## src/rtl/reaction_scoreboard.sv

```systemverilog
`default_nettype none
// ============================================================================
// Module      : reaction_scoreboard
// Description : Score keeper for the N-player reaction game. It handles round
//               open/lockout, per-player BCD scores with reward and penalty,
//               an optional win threshold and a game-over freeze.
// Revision    : 1.0 - initial release
// ============================================================================
module reaction_scoreboard #(
    parameter int N_PLAYERS     = 2,
    parameter int DIGITS        = 2,
    parameter int SYM_W         = 2,
    parameter int TARGET_SYMBOL = 3,
    parameter bit WRAP          = 1'b1,
    parameter bit PENALTY       = 1'b1,
    parameter int WIN_SCORE     = 0
) (
    input  logic                          clk,
    input  logic                          clr,
    input  logic [SYM_W-1:0]              symbol,
    input  logic                          sym_valid,
    input  logic [N_PLAYERS-1:0]          btn,
    input  logic                          score_clear,
    output logic [N_PLAYERS*DIGITS*4-1:0] scores,
    output logic                          round_open,
    output logic [2:0]                    round_winner,
    output logic                          round_done,
    output logic                          game_over,
    output logic [2:0]                    winner_id
);

    localparam int SW        = DIGITS * 4;
    localparam int MAX_SCORE = (10 ** DIGITS) - 1;

    // Decimal to packed BCD, evaluated at elaboration for the win threshold.
    function automatic logic [SW-1:0] to_bcd(input int value);
        logic [SW-1:0] r;
        int            v;
        r = '0;
        v = value;
        for (int d = 0; d < DIGITS; d++) begin
            r[d*4 +: 4] = 4'(v % 10);
            v = v / 10;
        end
        return r;
    endfunction

    localparam logic [SW-1:0] WIN_BCD = to_bcd(WIN_SCORE);

    // Elaboration-time sanity checks on the configuration.
    generate
        if (WIN_SCORE < 0 || WIN_SCORE > MAX_SCORE) begin : g_bad_win_score
            $error("reaction_scoreboard: WIN_SCORE does not fit in DIGITS BCD digits");
        end
        if (N_PLAYERS < 1 || N_PLAYERS > 8) begin : g_bad_players
            $error("reaction_scoreboard: N_PLAYERS must be 1..8");
        end
        if (DIGITS < 1 || DIGITS > 4) begin : g_bad_digits
            $error("reaction_scoreboard: DIGITS must be 1..4");
        end
    endgenerate

    // BCD +1 with ripple carry; a carry out of the top digit means the value
    // was all nines, so either wrap to zero or keep the original value.
    function automatic logic [SW-1:0] bcd_inc(input logic [SW-1:0] v);
        logic [SW-1:0] r;
        logic          carry;
        r     = v;
        carry = 1'b1;
        for (int d = 0; d < DIGITS; d++) begin
            if (carry) begin
                if (r[d*4 +: 4] == 4'd9) begin
                    r[d*4 +: 4] = 4'd0;
                end else begin
                    r[d*4 +: 4] = r[d*4 +: 4] + 4'd1;
                    carry       = 1'b0;
                end
            end
        end
        if (carry) begin
            r = WRAP ? '0 : v;
        end
        return r;
    endfunction

    // BCD -1 with borrow, saturating at zero.
    function automatic logic [SW-1:0] bcd_dec(input logic [SW-1:0] v);
        logic [SW-1:0] r;
        logic          borrow;
        r      = v;
        borrow = 1'b1;
        if (v == '0) begin
            borrow = 1'b0;
        end
        for (int d = 0; d < DIGITS; d++) begin
            if (borrow) begin
                if (r[d*4 +: 4] == 4'd0) begin
                    r[d*4 +: 4] = 4'd9;
                end else begin
                    r[d*4 +: 4] = r[d*4 +: 4] - 4'd1;
                    borrow      = 1'b0;
                end
            end
        end
        return r;
    endfunction

    typedef enum logic [1:0] {
        ST_IDLE   = 2'd0,
        ST_OPEN   = 2'd1,
        ST_LOCKED = 2'd2,
        ST_OVER   = 2'd3
    } state_t;

    state_t                          state_q, state_d;
    logic [N_PLAYERS*SW-1:0]         scores_q, scores_d;
    logic [SYM_W-1:0]                sym_q, sym_d;
    logic [N_PLAYERS-1:0]            btn_q, btn_d;
    logic [2:0]                      round_winner_q, round_winner_d;
    logic                            round_done_q, round_done_d;
    logic [2:0]                      winner_id_q, winner_id_d;

    logic [N_PLAYERS-1:0]            press;
    logic [2:0]                      press_idx;
    logic [SW-1:0]                   cur_score;
    logic [SW-1:0]                   new_score;

    // Rising-edge detect on the buttons and pick the lowest-index presser.
    always_comb begin
        btn_d     = btn;
        press     = btn & ~btn_q;
        press_idx = 3'd0;
        for (int i = N_PLAYERS - 1; i >= 0; i--) begin
            if (press[i]) begin
                press_idx = 3'(i);
            end
        end
    end

    // Next-state, scoring and win detection.
    always_comb begin
        state_d        = state_q;
        scores_d       = scores_q;
        sym_d          = sym_q;
        round_winner_d = round_winner_q;
        round_done_d   = 1'b0;
        winner_id_d    = winner_id_q;
        cur_score      = '0;

        for (int i = 0; i < N_PLAYERS; i++) begin
            if (3'(i) == press_idx) begin
                cur_score = scores_q[i*SW +: SW];
            end
        end

        if (sym_q == SYM_W'(TARGET_SYMBOL)) begin
            new_score = bcd_inc(cur_score);
        end else if (PENALTY) begin
            new_score = bcd_dec(cur_score);
        end else begin
            new_score = cur_score;
        end

        if (score_clear) begin
            // Clear outranks every other event in the same cycle.
            scores_d    = '0;
            winner_id_d = 3'd0;
            state_d     = ST_IDLE;
        end else begin
            case (state_q)
                ST_IDLE, ST_LOCKED: begin
                    if (sym_valid) begin
                        sym_d   = symbol;
                        state_d = ST_OPEN;
                    end
                end
                ST_OPEN: begin
                    if (sym_valid) begin
                        // A new symbol restarts the round; a coincident
                        // press is swallowed by the edge detector.
                        sym_d = symbol;
                    end else if (|press) begin
                        for (int i = 0; i < N_PLAYERS; i++) begin
                            if (3'(i) == press_idx) begin
                                scores_d[i*SW +: SW] = new_score;
                            end
                        end
                        round_winner_d = press_idx;
                        round_done_d   = 1'b1;
                        state_d        = ST_LOCKED;
                        if (WIN_SCORE != 0 && new_score == WIN_BCD) begin
                            state_d     = ST_OVER;
                            winner_id_d = press_idx;
                        end
                    end
                end
                ST_OVER: begin
                    // Frozen until score_clear or clr.
                end
                default: begin
                    state_d = ST_IDLE;
                end
            endcase
        end
    end

    // State and datapath registers; buttons preset high so a held button
    // is not seen as a press when reset releases.
    always_ff @(posedge clk or posedge clr) begin
        if (clr) begin
            state_q        <= ST_IDLE;
            scores_q       <= '0;
            sym_q          <= '0;
            btn_q          <= '1;
            round_winner_q <= 3'd0;
            round_done_q   <= 1'b0;
            winner_id_q    <= 3'd0;
        end else begin
            state_q        <= state_d;
            scores_q       <= scores_d;
            sym_q          <= sym_d;
            btn_q          <= btn_d;
            round_winner_q <= round_winner_d;
            round_done_q   <= round_done_d;
            winner_id_q    <= winner_id_d;
        end
    end

    assign scores       = scores_q;
    assign round_open   = (state_q == ST_OPEN);
    assign game_over    = (state_q == ST_OVER);
    assign round_winner = round_winner_q;
    assign round_done   = round_done_q;
    assign winner_id    = winner_id_q;

endmodule
`default_nettype wire
```

## config.mk

```make
export PLATFORM = sky130hd
export DESIGN_NAME = reaction_scoreboard
export DESIGN_NICKNAME = d
export VERILOG_FILES = /design/src/rtl/reaction_scoreboard.sv
export SDC_FILE = /design/constraint.sdc
export NUM_CORES = 1
export LEC_CHECK = 0
export CORE_MARGIN = 3
export CORE_UTILIZATION = 58
export CTS_BUF_LIST = sky130_fd_sc_hd__clkbuf_4
export DETAILED_ROUTE_END_ITERATION = 10
export PLACE_DENSITY = 0.95
export REMOVE_ABC_BUFFERS = 1
export SYNTH_ARGS = -nofsm -noshare
export SYNTH_HDL_FRONTEND = slang
export SYNTH_SLANG_ARGS = --single-unit
```

## constraint.sdc

```tcl
create_clock -name clk -period 8.1 [get_ports clk]
set_clock_uncertainty 0.05 [all_clocks]
set_input_delay 2.025 -clock clk [delete_from_list [all_inputs] [get_ports clk]]
set_output_delay 2.025 -clock clk [all_outputs]
set_load 0.005 [all_outputs]
```

==> Word-level counts from Yosys, hierarchy flattened <==
Cells that the tools add are included.
{ "word_totals": {"reg_bits": 26, "inputBits": 8, "out_inout_bits": 25, "word_cells": 82} }
{ "classes": {"addsub": 4, "eq_ne": 11, "muxes": 38, "bitwise": 4, "reduce_logical": 18} }
{ "op_table": {"columns": ["operator", "n"], "rows": [
  ["16-bit 2-to-1 mux", 4],
  ["8-bit 2-to-1 mux", 6],
  ["4-bit 2-to-1 mux", 7],
  ["4-bit AND reduction", 4],
  ["1-bit 2-to-1 mux", 15],
  ["4-bit by 1-bit adder with 4-bit output, second input constant", 2],
  ["4-bit equality test, second input constant", 2],
  ["4-bit zero test", 2],
  ["8-bit zero test", 1],
  ["2-bit 2-to-1 mux", 4],
  ["2-bit nonzero test", 4],
  ["4-bit by 1-bit subtractor with 4-bit output, second input constant", 2],
  ["2-bit equality test, second input constant", 3],
  ["3-bit inequality test, second input constant", 2],
  ["2-bit one-hot mux with 2 select lines", 1],
  ["2-bit OR reduction", 2],
  ["1-bit by 3-bit equality test with 1-bit output, first input constant", 1],
  ["3-bit zero test", 1],
  ["3-bit 2-to-1 mux", 1],
  ["3-bit by 2-bit inequality test with 1-bit output, second input constant", 1],
  ["3-bit AND reduction", 1],
  ["3-bit nonzero test", 1],
  ["3-bit OR reduction", 1],
  ["2-bit bitwise AND", 1],
  ["5 further kinds", 6]
]} }

==> Logic depth before layout (Yosys ltp) <==
Gate-level depths: netlist of run 1.
{ "logic_depth": {"depth_word": 19, "depth_mapped": 12} }

==> Worst setup path before layout of run 1 <==
OpenSTA, ideal clock, no wires.
{ "synth_timing": {"path_type": "input to register", "startpoint": "input btn[0]", "endpoint": "register scores_q[12] (netlist: scores[12])", "setup_ns": 0.077, "arrival_ns": 4.333, "slack_ns": 3.639, "cell_stages": 11, "path_buffers": 1, "path_cell_list": "nor2b_1 > clkbuf_1 > o21ai_0 > and2_1 > ha_1 > or3b_2 > nor3_1 > o21ai_1 > o32a_1 > or3_1 > a21oi_1"} }
{ "synth_via": {"elab_chain_len": 17, "word_cells_on_any_way": 38, "classes_between": "add/sub: 2; eq/ne: 3; mux: 24; bitwise: 1; reduce/logical: 8"} }
{ "synth_rtl": {"columns": ["element", "line", "rtl"], "rows": [
  ["start: declaration", "22", "input logic [N_PLAYERS-1:0] btn,"],
  ["2-bit bitwise AND (*)", "131", "press = btn & ~btn_q;"],
  ["3-bit 2-to-1 mux", "134", "if (press[i]) begin"],
  ["3-bit zero test", "151", "if (3'(i) == press_idx) begin"],
  ["8-bit 2-to-1 mux (2 in a row)", "151", null],
  ["8-bit zero test / 4-bit equality test (equally long branches)", "92, 72", null],
  ["1-bit 2-to-1 mux (on tied branches)", "92, 72", null],
  ["1-bit 2-to-1 mux", "156", "if (sym_q == SYM_W'(TARGET_SYMBOL)) begin"],
  ["1-bit 2-to-1 mux (on tied branches)", "96, 71", null],
  ["1-bit 2-to-1 mux", "156", null],
  ["4-bit 2-to-1 mux / 8-bit 2-to-1 mux (equally long branches)", "96, 80", null],
  ["8-bit 2-to-1 mux", "156", null],
  ["8-bit 2-to-1 mux", "184", "if (3'(i) == press_idx) begin"],
  ["16-bit 2-to-1 mux", "182", "end else if (|press) begin"],
  ["16-bit 2-to-1 mux", "178", "if (sym_valid) begin"],
  ["16-bit 2-to-1 mux", "170", "case (state_q)"],
  ["16-bit 2-to-1 mux", "164", "if (score_clear) begin"],
  ["end signal: assignment", "220", "scores_q <= scores_d;"],
  ["end: declaration", "116", "logic [N_PLAYERS*SW-1:0] scores_q, scores_d;"]
]} }
Mark *: on every way between the ends. The rest lies on a longest branch, timed or not. The select of a mux whose other input is x is not followed.
A chain may end at the register's enable or synchronous reset.

==> Worst setup path after layout of run 1 <==
{ "layout_timing": {"startpoint": "input btn[1]", "endpoint": "register scores_q[12] (netlist: scores[12])"} }
{ "layout_via": {"elab_chain_len": 18, "word_cells_on_any_way": 39, "classes_between": "add/sub: 2; eq/ne: 3; mux: 25; bitwise: 1; reduce/logical: 8"} }
{ "layout_rtl": {"columns": ["element", "line"], "rows": [
  ["2-bit bitwise AND (*)", "131"],
  ["1-bit 2-to-1 mux", "134"],
  ["3-bit 2-to-1 mux", "134"],
  ["3-bit zero test", "151"],
  ["8-bit 2-to-1 mux (2 in a row)", "151"],
  ["8-bit zero test / 4-bit equality test (equally long branches)", "92, 72"],
  ["1-bit 2-to-1 mux (on tied branches)", "92, 72"],
  ["1-bit 2-to-1 mux", "156"],
  ["1-bit 2-to-1 mux (on tied branches)", "96, 71"],
  ["1-bit 2-to-1 mux", "156"],
  ["4-bit 2-to-1 mux / 8-bit 2-to-1 mux (equally long branches)", "96, 80"],
  ["8-bit 2-to-1 mux", "156"],
  ["8-bit 2-to-1 mux", "184"],
  ["16-bit 2-to-1 mux", "182"],
  ["16-bit 2-to-1 mux", "178"],
  ["16-bit 2-to-1 mux", "170"],
  ["16-bit 2-to-1 mux", "164"]
]} }
Marks and branches as above.

==> reports/results.ini, run 1 <==
[final_layout]
nets = 233
final_cells = 254
drive_gt1_share_pct = 8.07
area_growth_pct = 14.1
diodes = 0
seq_area_um2 = 603
final_common_cell = clkdlybuf4s50_1
multi_input_area_mm2 = 0.00100
num-fill-cells = 219
layout_common_cells = 27 x clkdlybuf4s50_1, 22 x dfrtp_1, 17 x nor2_1

[synth]
ys_async_sr_fraction_pct = 100
ys_ff_latch = 24
yosysUniqueCellTypes = 53
synth_cells = 203
synthFlopType = dfrtp_1
syn_area_per_cell_um2 = 8.55
synth-seq-area-share_pct = 34.8
yosys_warnings = 0
synth_edf_count = 0
synth_area_mm2 = 0.00174

[global_route]
overflow = 0
grt_start_max_net_pins = 25
grt_pass1_vias = 1515
antenna_found_initial = 0
grt_pass1_wl_um = 7580
track_usage_pct = 27.5

[detailed_routing]
route.detailed.drc = 0
vias_per_cell = 6.65
wl_um = 4610
wl_per_cell_um = 18.2
ant_nets = 0
via_count = 1688
first_pass_iters = 5
drt_iter0_markers = 132

[sta]
drv_slew = 0
worst_slew_pin_slew_ns = 1.15
period_share_pct = 61.9
fin_crit_ns = 5.01
max_freq_mhz = 199
rsz0062_at_grt = no
hold_violations = 0
relSlewSlack_pct = 23.0
setup_viol = 0
finalSetupTns_ns = 0

[run]
cap_violations = 0

[min_path]
min_from = round_winner[0]$_DFFE_PP0P_
min_path_type = reg -> reg
hold_end = round_winner[0]$_DFFE_PP0P_
hold_depth = 2

[pwr]
total_power_mw = 0.443
switching_share_pct = 41.8
vdd_drop_max_uv = 178
p_seq_share_pct = 38.6
p_comb_share_pct = 48.7
p_leak_nw = 0.848
switchingPower_mw = 0.185
p_clk_share_pct = 12.7
p_per_area_mw_per_mm2 = 223
internal_power_mw = 0.257

[die]
start_util_pct = 61.9
row_count = 19
boundaryPins = 33
die-area_mm2 = 0.00368
die_w_um = 60.7
core_area_mm2 = 0.00281
die_y_um = 60.7

[setup_path]
r2r_end = scores[12]$_DFFE_PP0P_
cp.arrival_ns = 5.22
cp.required_ns = 8.31
r2r_start = btn_q[1]$_DFF_PP1_
reg2reg_slack_ns = 4.83
worstSetupPathType = in -> reg
crit_fanout = 11
reg2regPathDepth = 11
crit_path_start_kind = input pin
worstSetupEndpointType = flop

[cts]
clk_latency_ns = 0.33
cts_setup_buffers = 0
h-tree-depth = 1
cts_sinks = 24
cts_root_buf = clkbuf_4
cts_hold_buffers = 0
cts.path.max_buffers = 2
clk_pin_slew_ns = 0.14
cts_tree = done
cts_resized = 0
cts_buffers = 3

[place]
hpwlAfterDp_um = 3290
place.gp.congestion = 0.939
port_buffers = 27
dp_cells = 250

[run_status]
status = finished clean

==> through the flow <==
stage / hold WS [ns] / util (%) / worst slack (ns) / instance area [um^2]
floorplan: 0.443 / - / 3.63 / 1650
finish: 0.492 / 70.6 / 3.09 / 1980
detailed placement: 0.467 / 69.7 / 2.81 / 1950
global route: 0.528 / 70.6 / 2.77 / 1980
CTS: 0.495 / 70.6 / 3.13 / 1980
global placement: 0.456 / 69.7 / 2.90 / 1950
==> critical path: stages <==
cell	delay, ns
clkdlybuf4s50_1	0.51
nand2b_1	0.27
o21ai_0	0.30
nand2_1	0.11
inv_1	0.16
ha_1	0.32
or3b_2	0.48
nor3_1	0.21
o21ai_1	0.11
o32a_1	0.22
or3_1	0.36
a21oi_1	0.14
==> state kept, by name (all words and copies together), names as in the netlist <==
name,flops
btn_q,2
round_done,1
round_winner,1
scores,16
state_q,2
sym_q,2
==> cells in the mapped netlist, types with 2 or more instances <==
library cell | instances | area [um^2]
dfrtp_1 | 22 | 551
nor2_1 | 17 | 63.8
nand2_1 | 16 | 60.1
a21oi_1 | 14 | 70.1
inv_1 | 10 | 37.5
buf_4 | 9 | 67.6
o21ai_0 | 8 | 40.0
a211oi_1 | 7 | 52.6
mux2_2 | 6 | 67.6
nand3_1 | 6 | 30.0
a22o_1 | 5 | 43.8
nand2b_1 | 5 | 31.3
nor3_1 | 5 | 25.0
xnor2_1 | 5 | 43.8
a21o_1 | 4 | 30.0
and3_1 | 4 | 25.0
clkbuf_1 | 4 | 15.0
mux2i_1 | 4 | 40.0
nor2b_1 | 4 | 25.0
a31oi_1 | 3 | 18.8
nor4_1 | 3 | 18.8
o31ai_1 | 3 | 22.5
and2_1 | 2 | 12.5
buf_6 | 2 | 22.5
dfstp_2 | 2 | 52.6
nand4_1 | 2 | 12.5
o21bai_1 | 2 | 15.0
o221ai_1 | 2 | 17.5
or3b_1 | 2 | 17.5
or4_1 | 2 | 15.0
==> cell families after synthesis <==
family | Yosys count | share of synthesized area (%)
DFF | 24 | 34.8
other | 1 | 0.216
AOI/OAI and AO/OA | 61 | 24.2
and+or+nand+nor | 76 | 23.2
muxes | 10 | 6.20
adders and majority gates | 1 | 0.721
xor gates and xnor gates | 5 | 2.52
buffers and inverters | 25 | 8.22
==> layer usage <==
| metal | wire length [um] | up-vias | GRT usage [%] | part of all wire (%) |
|---|---|---|---|---|
| met5 | 0 | - | 0 | 0 |
| met2 | 2100 | 110 | 41.4 | 46 |
| li1 | - | 780 | - | - |
| met1 | 1980 | 789 | 40.5 | 43 |
| met3 | 457 | 9 | 3.62 | 9.9 |
| met4 | 71 | 0 | 9.91 | 1.5 |
==> how the worst max path moves through the flow <==
| stage | start | endpoint | slack (ns) | cells past startpoint |
|---|---|---|---|---|
| floorplan | btn[0] | scores[12]$_DFFE_PP0P_ | 3.63 | 11 |
| global placement | btn[1] | scores[12]$_DFFE_PP0P_ | 2.90 | 12 |
| detailed placement | btn[1] | scores[12]$_DFFE_PP0P_ | 2.81 | 12 |
| CTS | btn[1] | scores[12]$_DFFE_PP0P_ | 3.13 | 12 |
| global route | btn[1] | scores[12]$_DFFE_PP0P_ | 2.77 | 12 |
| finish | btn[1] | scores[12]$_DFFE_PP0P_ | 3.09 | 12 |
==> layout make-up <==
cell class	count	area share (%)
multi-input cells	158	50.7
repair buffers	27	13.6
inverters	10	1.90
flip-flops and latches	24	30.4
well taps	31	1.96
clock inverters	1	0.190
clock buffers	3	1.14
==> power by group through the flow <==
| stage | Sequential (mW) | Combinational (mW) | Clock, mW |
|---|---|---|---|
| after floorplan | 0.162 | 0.141 | 0 |
| after global placement | 0.170 | 0.206 | 0 |
| after detailed placement | 0.171 | 0.208 | 0 |
| after CTS | 0.168 | 0.211 | 0.0567 |
| after global routing | 0.173 | 0.238 | 0.0615 |
| final | 0.171 | 0.216 | 0.0564 |
Power figures use the tool's default switching activity.
==> inputs of run 2 (changes only) <==
--- a/config.mk
+++ b/config.mk
@@ -6,10 +6,10 @@
 export NUM_CORES = 1
 export LEC_CHECK = 0
 export CORE_MARGIN = 3
-export CORE_UTILIZATION = 58
+export CORE_UTILIZATION = 54
 export CTS_BUF_LIST = sky130_fd_sc_hd__clkbuf_4
 export DETAILED_ROUTE_END_ITERATION = 10
-export PLACE_DENSITY = 0.95
+export PLACE_DENSITY = 0.89
 export REMOVE_ABC_BUFFERS = 1
 export SYNTH_ARGS = -nofsm -noshare
 export SYNTH_HDL_FRONTEND = slang
==> constraint.sdc (replaced) <==
create_clock -name clk -period 4.7 [get_ports clk]
set_clock_uncertainty 0.05 [all_clocks]
set_input_delay 1.175 -clock clk [delete_from_list [all_inputs] [get_ports clk]]
set_output_delay 1.175 -clock clk [all_outputs]
set_load 0.005 [all_outputs]
==> run 2 against run 1 <==
Against the previous run: core utilization shrank 0.16 points; combinational power grew 72%; clock power grew to 2.7 times the previous value; first-iteration DRC count grew 32%; non-clock buffer count grew 3; cell area grew 3.2%; final cell count grew 5.5%; routed wire length shrank 2.9%; register-to-register slack lost 3.2 ns.
==> reports/results.ini, run 2 (synthesis gave the netlist of run 1 again) <==
[cts]
cts_resized = 0
clk_pin_slew_ns = 0.13
cts.path.max_buffers = 2
cts_buffers = 3
cts_root_buf = clkbuf_4
cts_setup_buffers = 0
cts_tree = done
cts_sinks = 24
cts_hold_buffers = 0
h-tree-depth = 1
clk_latency_ns = 0.32

[die]
die-area_mm2 = 0.00393
core_area_mm2 = 0.00290
die_y_um = 62.7
row_count = 19
boundaryPins = 33
die_w_um = 62.7
start_util_pct = 59.8

[setup_path]
worstSetupPathType = in -> reg
cp.required_ns = 4.91
path_cells = clkdlybuf4s50_1, nand2b_1, nand3_1, nand2_1, inv_1, ha_1, or3b_2, nor3_1, o21ai_1, o32a_1, or3_1, a21oi_1
path_buf_inv = 2
crit_path_start_kind = input pin
cpMaxStageDelayCell = clkdlybuf4s50_1
cpLargestDelayFamily = simple AND/OR/NAND/NOR gates
cp.arrival_ns = 4.22
crit_fanout = 9
worstSetupEndpointType = flop
critical-path-max-stage-delay_ns = 0.51

[global_route]
grt_pass1_wl_um = 7270
overflow = 0
track_usage_pct = 22.9
antenna_found_initial = 0
grt_start_max_net_pins = 25
grt_pass1_vias = 1482

[pwr]
p_leak_nw = 0.875
vdd_drop_max_uv = 263
total_power_mw = 0.815
p_per_area_mw_per_mm2 = 399

[detailed_routing]
wl_um = 4480
vias_per_cell = 6.20
via_count = 1662
drt_iter0_markers = 174
ant_nets = 0
route.detailed.drc = 0
first_pass_iters = 4
wl_per_cell_um = 16.7

[final_layout]
diodes = 0
largest_register_ffs = 16
nets = 236
area_growth_pct = 17.7
multi_input_area_mm2 = 0.00100
layout_common_cells = 27 x clkdlybuf4s50_1, 22 x dfrtp_1, 17 x nor2_1
drive_gt1_share_pct = 9.73
final_area_mm2 = 0.00204
final_common_cell = clkdlybuf4s50_1
seq_area_um2 = 603
num-fill-cells = 229
fin_util_pct = 70.4

[sta]
worst_slew_pin_slew_ns = 1.02
max_freq_mhz = 249
hold_violations = 0
finalSetupTns_ns = 0
setup_viol = 0
period_share_pct = 85.5
relSlewSlack_pct = 31.9
whs_ns = 0.483
rsz0062_at_grt = no
fin_crit_ns = 4.02
drv_slew = 0

[place]
place.gp.congestion = 0.940
port_buffers = 27
hpwlAfterDp_um = 3240
placed_cell_area_mm2 = 0.00199

[run_status]
status = finished clean

[run]
cap_violations = 0

[min_path]
min_path_type = reg -> reg

run 2: changes by cell type in the layout (fill, tap and decap cells not counted):
| cell | change |
|---|---|
| bufinv_16 | +1 |
| clkinv_1 | -1 |
| buf_4 | +3 |
run 2: metrics by stage:
| stage | instances | setup WS (ns) |
|---|---|---|
| 2_1_floorplan | 192 | 1.08 |
| 3_3_place_gp | 264 | 0.523 |
| 3_5_place_dp | 264 | 0.422 |
| 4_1_cts | 268 | 0.746 |
| 5_1_grt | 268 | 0.506 |
| 6_report | 268 | 0.683 |
run 2: cell type report:
cell class	count	area share, %
inverter	10	1.84
sequential	24	29.5
tap	42	2.57
multi-input combinational	158	49.2
clock buffer	3	1.10
timing repair buffer	30	14.3
clock inverter	1	1.47
run 2: worst paths after layout:
path | startpoint | to | slack [ns] | cells past startpoint
worst max register to register | btn_q[0]$_DFF_PP1_ | scores[12]$_DFFE_PP0P_ | 1.59 | 11
worst max-delay path | btn[0] | scores[12]$_DFFE_PP0P_ | 0.68 | 12
worst min-delay path | round_winner[0]$_DFFE_PP0P_ | round_winner[0]$_DFFE_PP0P_ | 0.48 | 2
worst min register to register | round_winner[0]$_DFFE_PP0P_ | round_winner[0]$_DFFE_PP0P_ | 0.48 | 2
max in group asynchronous | clr | round_done$_DFF_PP0_ | 2.77 | 2
min in group asynchronous | clr | scores[0]$_DFFE_PP0P_ | 1.28 | 2
run 2: layer usage:
metal  up-vias  share of wire, %  track usage, %
met5         -                 0               0
met4         0              0.76            5.51
met3         6               9.9            5.04
met2        93                45            34.5
met1       778                44            33.4
li1        785                 -               -
run 2: worst reg2reg max path, delay by kind of cell (launching register included):
family | cells | cell delay [ns]
simple gates | 6 | 1.64
compound gates | 3 | 0.48
flops | 1 | 0.40
fa+ha+maj | 1 | 0.33
buf+inv | 1 | 0.16
run 2: where the power goes:
part	internal [mW]	switching [mW]
clock network	0.0863	0.0651
registers	0.235	0.0578
logic	0.179	0.192
total	0.500	0.315
